==> config.mk <==
export PLATFORM = sky130hd
export DESIGN_NAME = dsp_addsub_arbiter_flat
export DESIGN_NICKNAME = d
export VERILOG_FILES = /design/src/rtl/dsp_addsub_arbiter_if.sv /design/src/rtl/dsp_addsub_arbiter.sv /design/src/flat_wrapper.sv
export SDC_FILE = /design/constraint.sdc
export NUM_CORES = 1
export LEC_CHECK = 0
export ABC_AREA = 1
export BUFFER_PORTS_ARGS = -buffer_cell sky130_fd_sc_hd__buf_2
export CAP_MARGIN = 20
export CORE_AREA = 5 5 100 102
export DETAILED_ROUTE_END_ITERATION = 10
export DIE_AREA = 0 0 105 107
export PLACE_DENSITY = 0.74
export SYNTH_ARGS = -nofsm -noshare
export SYNTH_HDL_FRONTEND = slang
export SYNTH_SLANG_ARGS = --single-unit
==> constraint.sdc <==
create_clock -name clk -period 0.93 [get_ports clk]
set_input_delay 0.093 -clock clk [delete_from_list [all_inputs] [get_ports clk]]
set_output_delay 0.093 -clock clk [all_outputs]
set_load 0.05 [all_outputs]
==> src/rtl/dsp_addsub_arbiter_if.sv <==
`default_nettype none
// ============================================================================
// Module   : dsp_addsub_arbiter_if
// Requester-side request/response bundle of the shared DSP add/sub arbiter.
// Revision : 1.0
// ============================================================================
interface dsp_addsub_arbiter_if;
  logic [1:0]  req_valid;
  logic [1:0]  req_ready;
  logic [31:0] req_a0;
  logic [31:0] req_b0;
  logic [31:0] req_a1;
  logic [31:0] req_b1;
  logic [1:0]  req_sub;
  logic [1:0]  rsp_valid;
  logic [31:0] rsp_data;
  logic        busy;

  modport master (
    output req_valid, req_a0, req_b0, req_a1, req_b1, req_sub,
    input  req_ready, rsp_valid, rsp_data, busy
  );

  modport slave (
    input  req_valid, req_a0, req_b0, req_a1, req_b1, req_sub,
    output req_ready, rsp_valid, rsp_data, busy
  );
endinterface
`default_nettype wire

==> src/rtl/dsp_addsub_arbiter.sv <==
`default_nettype none
// ============================================================================
// Module   : dsp_addsub_arbiter
// Shares one pipelined DSP add/sub between ALU (0) and branch (1) requesters.
// Option   : DSP_ARB_ROUND_ROBIN_EN = round-robin, else branch has fixed priority.
// Revision : 1.0
// ============================================================================
module dsp_addsub_arbiter #(
  parameter int LATENCY = 2
) (
  input  logic                       clk,
  input  logic                       reset,
  input  logic                       flush,
  dsp_addsub_arbiter_if.slave        req,
  output logic [31:0]                dsp_input1,
  output logic [31:0]                dsp_input2,
  output logic                       dsp_addsub,
  input  logic [31:0]                dsp_out
);

  logic               w_gnt_id;
  logic               w_xfer;
  logic [LATENCY-1:0] r_tag_vld;
  logic [LATENCY-1:0] r_tag_id;
  logic [1:0]         r_rsp_valid;
  logic [31:0]        r_rsp_data;

`ifdef DSP_ARB_ROUND_ROBIN_EN
  logic r_ptr;

  always_ff @(posedge clk or posedge reset) begin
    if (reset) begin
      r_ptr <= 1'b0;
    end else if (w_xfer) begin
      r_ptr <= ~w_gnt_id;
    end
  end

  always_comb begin
    w_gnt_id = req.req_valid[1];
    if (&req.req_valid) begin
      w_gnt_id = r_ptr;
    end
  end
`else
  always_comb begin
    w_gnt_id = req.req_valid[1];
  end
`endif

  // Flush blocks the grant, so nothing issued in a flush cycle ever enters the pipe.
  assign w_xfer        = (|req.req_valid) && !flush;
  assign req.req_ready = w_xfer ? (w_gnt_id ? 2'b10 : 2'b01) : 2'b00;

  always_comb begin
    dsp_input1 = 32'd0;
    dsp_input2 = 32'd0;
    dsp_addsub = 1'b0;
    if (w_xfer) begin
      dsp_input1 = w_gnt_id ? req.req_a1 : req.req_a0;
      dsp_input2 = w_gnt_id ? req.req_b1 : req.req_b0;
      dsp_addsub = req.req_sub[w_gnt_id];
    end
  end

  generate
    if (LATENCY == 1) begin : g_single
      always_ff @(posedge clk or posedge reset) begin
        if (reset) begin
          r_tag_vld <= '0;
          r_tag_id  <= '0;
        end else begin
          r_tag_vld <= w_xfer;
          r_tag_id  <= w_gnt_id;
        end
      end
    end else begin : g_multi
      always_ff @(posedge clk or posedge reset) begin
        if (reset) begin
          r_tag_vld <= '0;
          r_tag_id  <= '0;
        end else begin
          r_tag_vld <= flush ? '0 : {r_tag_vld[LATENCY-2:0], w_xfer};
          r_tag_id  <= {r_tag_id[LATENCY-2:0], w_gnt_id};
        end
      end
    end
  endgenerate

  // The operation sitting in the last stage is also in flight, so flush drops it.
  always_ff @(posedge clk or posedge reset) begin
    if (reset) begin
      r_rsp_valid <= 2'b00;
      r_rsp_data  <= 32'd0;
    end else begin
      r_rsp_valid <= 2'b00;
      if (r_tag_vld[LATENCY-1] && !flush) begin
        r_rsp_valid <= r_tag_id[LATENCY-1] ? 2'b10 : 2'b01;
        r_rsp_data  <= dsp_out;
      end
    end
  end

  assign req.rsp_valid = r_rsp_valid;
  assign req.rsp_data  = r_rsp_data;
  assign req.busy      = |r_tag_vld;

endmodule
`default_nettype wire

==> src/flat_wrapper.sv <==
// flat-port wrapper written by rule: the top's interface ports become plain ports
module dsp_addsub_arbiter_flat 
#(
  parameter int LATENCY = 2
)
  (clk, reset, flush, dsp_input1, dsp_input2, dsp_addsub, dsp_out, req_req_valid, req_req_a0, req_req_b0, req_req_a1, req_req_b1, req_req_sub, req_req_ready, req_rsp_valid, req_rsp_data, req_busy);
  dsp_addsub_arbiter_if req_i ();
  input  logic clk;
  input  logic reset;
  input  logic flush;
  output logic [31:0] dsp_input1;
  output logic [31:0] dsp_input2;
  output logic dsp_addsub;
  input  logic [31:0] dsp_out;
  input wire logic [$bits(req_i.req_valid)-1:0] req_req_valid;
  input wire logic [$bits(req_i.req_a0)-1:0] req_req_a0;
  input wire logic [$bits(req_i.req_b0)-1:0] req_req_b0;
  input wire logic [$bits(req_i.req_a1)-1:0] req_req_a1;
  input wire logic [$bits(req_i.req_b1)-1:0] req_req_b1;
  input wire logic [$bits(req_i.req_sub)-1:0] req_req_sub;
  output wire logic [$bits(req_i.req_ready)-1:0] req_req_ready;
  output wire logic [$bits(req_i.rsp_valid)-1:0] req_rsp_valid;
  output wire logic [$bits(req_i.rsp_data)-1:0] req_rsp_data;
  output wire logic [$bits(req_i.busy)-1:0] req_busy;
  assign req_i.req_valid = req_req_valid;
  assign req_i.req_a0 = req_req_a0;
  assign req_i.req_b0 = req_req_b0;
  assign req_i.req_a1 = req_req_a1;
  assign req_i.req_b1 = req_req_b1;
  assign req_i.req_sub = req_req_sub;
  assign req_req_ready = req_i.req_ready;
  assign req_rsp_valid = req_i.rsp_valid;
  assign req_rsp_data = req_i.rsp_data;
  assign req_busy = req_i.busy;
  dsp_addsub_arbiter #(.LATENCY(LATENCY)) u_core (.clk(clk), .reset(reset), .flush(flush), .req(req_i), .dsp_input1(dsp_input1), .dsp_input2(dsp_input2), .dsp_addsub(dsp_addsub), .dsp_out(dsp_out));
endmodule
==> flow_summary.toml <==
[run_status]
outcome = "complete, but fails checks"
violations = "setup timing"

[drt]
wirelength_mm = 22.13
vias = 4943
via_per_inst = 5.292
drcViolationCount = 0
routed.top_layer = "met4"
met3_length_mm = 1.970
drt_first_pass_iters = 4
wl_met2_mm = 11.69
first_iter_violations = 318
wl_per_cell_um = 23.69
antenna_left = 0
wl_met1_mm = 7.046

[worst_setup_path]
crit-reg2reg-launch = "u_core.r_tag_vld[1]"
reg2reg_slack_ns = -0.18
r2r_end = "u_core.req.rsp_data[8]"
cp_data_required_time_ns = 0.84
endpoint_kind = "output pin"
path_max_fanout = 2
worstSetupPathType = "reg -> out"
worstSetupStartpointType = "register"
reg2reg_depth = 5
cp.arrival_ns = 1.11

[timing]
slew_headroom = 0.7274
post-route-period-util = 1.295
worst_slack_ns = -0.2741
final_hold_viol_count = 0
fin_crit_ns = 1.204
finClkSkew_ns = 0.006348
fmax_mhz = 830.5
setup_viol = 132
tightest_slew_ns = 0.4089
maxSlewViolCount = 0
rsz0062_at_grt = "yes"

[synthesis]
synth_nets = 672
yosysUniqueCellTypes = 10
synth-seq-cells = 38
syn-cell-area_mm2 = 0.002798
synthCells = 505
synth_warnings = 0
yosysSeqAreaShare = 0.3399
synth.avg_cell_area_um2 = 5.540

[global_route]
grt_max_degree = 34
antenna_found_initial = 2
grt_pass1_vias = 5004
grt.total_usage = 0.2995
grt_first_pass_wirelength_mm = 26.41
overflow = 0

[floorplanning]
rows = 35
fp.dieH_um = 107
pin_count = 269
initial_utilization = 0.3101
dieWidth_um = 105
die_area_mm2 = 0.01124
core_mm2 = 0.009021

[cts]
cts_tree = "built"
clk_latency_ns = 0.29
cts_buffers = 5
ctsHtreeMaxLevel = 2
cts_root_buf = "clkbuf_8"
cts.sinks = 38
cts_max_path_buffers = 2
clk_transition_reported_paths_ns = 0.08

[finish]
nets = 987
areaGrowthSynthToFinish_pct = 190.4
drive_above_1_share = 0.7917
final_cell_mix = "163 x buf_2, 137 x nand2_4, 121 x nand2_1, 66 x buf_8, 64 x nand2_2"
final_common_cell = "buf_2"
final_cells = 934

[min_path]
min-delay-path-class = "in -> reg"
hold_end = "u_core.req.rsp_data[19]"
hold_depth = 3
min_from = "dsp_out[19]"

[place]
dp.cells = 868
dp_hpwl_mm = 9.073
dp_worst_setup_slack_ns = -0.2840
place_congestion = 0.8884
port_buffers = 268

[pwr]
vdd_drop_max_v = 0.0007817
p_per_area_mw_per_mm2 = 1216
leakage_nw = 4.233

[job]
max-cap-violations = 0
[cell type report]
class | count | area [µm²]
repair buffers | 339 | 3535
multi-input cells | 365 | 2861
flip-flops and latches | 38 | 952.2
fillers | 352 | 897.1
inverters | 71 | 536.8
well taps | 111 | 138.9
clock buffers | 6 | 82.58
clock inverters | 2 | 12.51
diodes | 2 | 5.005
[state kept, by name, summed over array words and instances, names as in the netlist]
| name | flops |
|---|---|
| u_core.r_tag_vld | 2 |
| u_core.req.rsp_data | 32 |
| u_core.r_tag_id | 2 |
| u_core.req.rsp_valid | 2 |
[layer usage]
metal | vias up | track usage
li1 | 2101 | -
met2 | 356 | 0.5638
met4 | 0 | 0.1306
met1 | 2369 | 0.3125
met3 | 117 | 0.07405
met5 | - | 0
[through the flow]
step / area [µm²] / util / total power, W / setup TNS, ns / hold WS (ns)
2_1_floorplan: 3110 / - / 0.004762 / -0.8966 / 0.05911
3_3_place_gp: 4627 / 0.5129 / 0.005809 / -22.56 / 0.05455
3_5_place_dp: 4627 / 0.5129 / 0.005838 / -24.05 / 0.05778
4_1_cts: 7211 / 0.7993 / 0.008945 / -14.90 / 0.02512
5_1_grt: 8124 / 0.9006 / 0.01020 / -21.32 / 0.01915
6_report: 8124 / 0.9006 / 0.009880 / -17.90 / 0.02983
[power by group]
part | leakage, nW | switching [W] | internal, W
clock network | 0.0472 | 0.000621 | 0.000596
logic | 3.71 | 0.00386 | 0.00263
registers | 0.474 | 0.000240 | 0.00193
total | 4.23 | 0.00472 | 0.00516
[synth_stat cells]
cell type / count / area share
dfrtp_1: 38 / 0.34
nor2_1: 4 / 0.0054
nand2_1: 328 / 0.44
buf_2: 14 / 0.025
clkbuf_1: 8 / 0.011
or2_2: 1 / 0.0022
inv_2: 2 / 0.0027
nand3_1: 32 / 0.057
buf_4: 9 / 0.024
inv_1: 69 / 0.093
[cells by family after synthesis]
family                 after synthesis  share of synthesized area
buffers and inverters              102                     0.1552
flip-flops                          38                     0.3399
AND/OR/NAND/NOR                    365                     0.5049
[critical path: stages, from the launching register on]
cell     delay (ns)
dfrtp_2        0.43
or2_4          0.24
buf_8          0.15
[timing repair]
action	4_1_cts	5_1_grt
hold buffers	2	0
endpoints found under the hold margin	11	0
resized for setup	499	205
setup buffers	21	10
gates cloned	23	6
endpoints found under the setup margin	134	135
pin swaps	49	83
[worst max path at each step]
stage	start	endpoint	slack, ns	cells past startpoint
detailed placement	flush	dsp_input1[26]	-0.28	8
global placement	flush	dsp_input1[13]	-0.28	8
floorplan	flush	dsp_input1[13]	-0.03	7
finish	u_core.r_tag_vld[1]	req_busy	-0.27	2
CTS	u_core.r_tag_vld[1]	req_busy	-0.25	2
global route	u_core.r_tag_vld[1]	req_busy	-0.29	2
(Power assumes the default switching activity.)
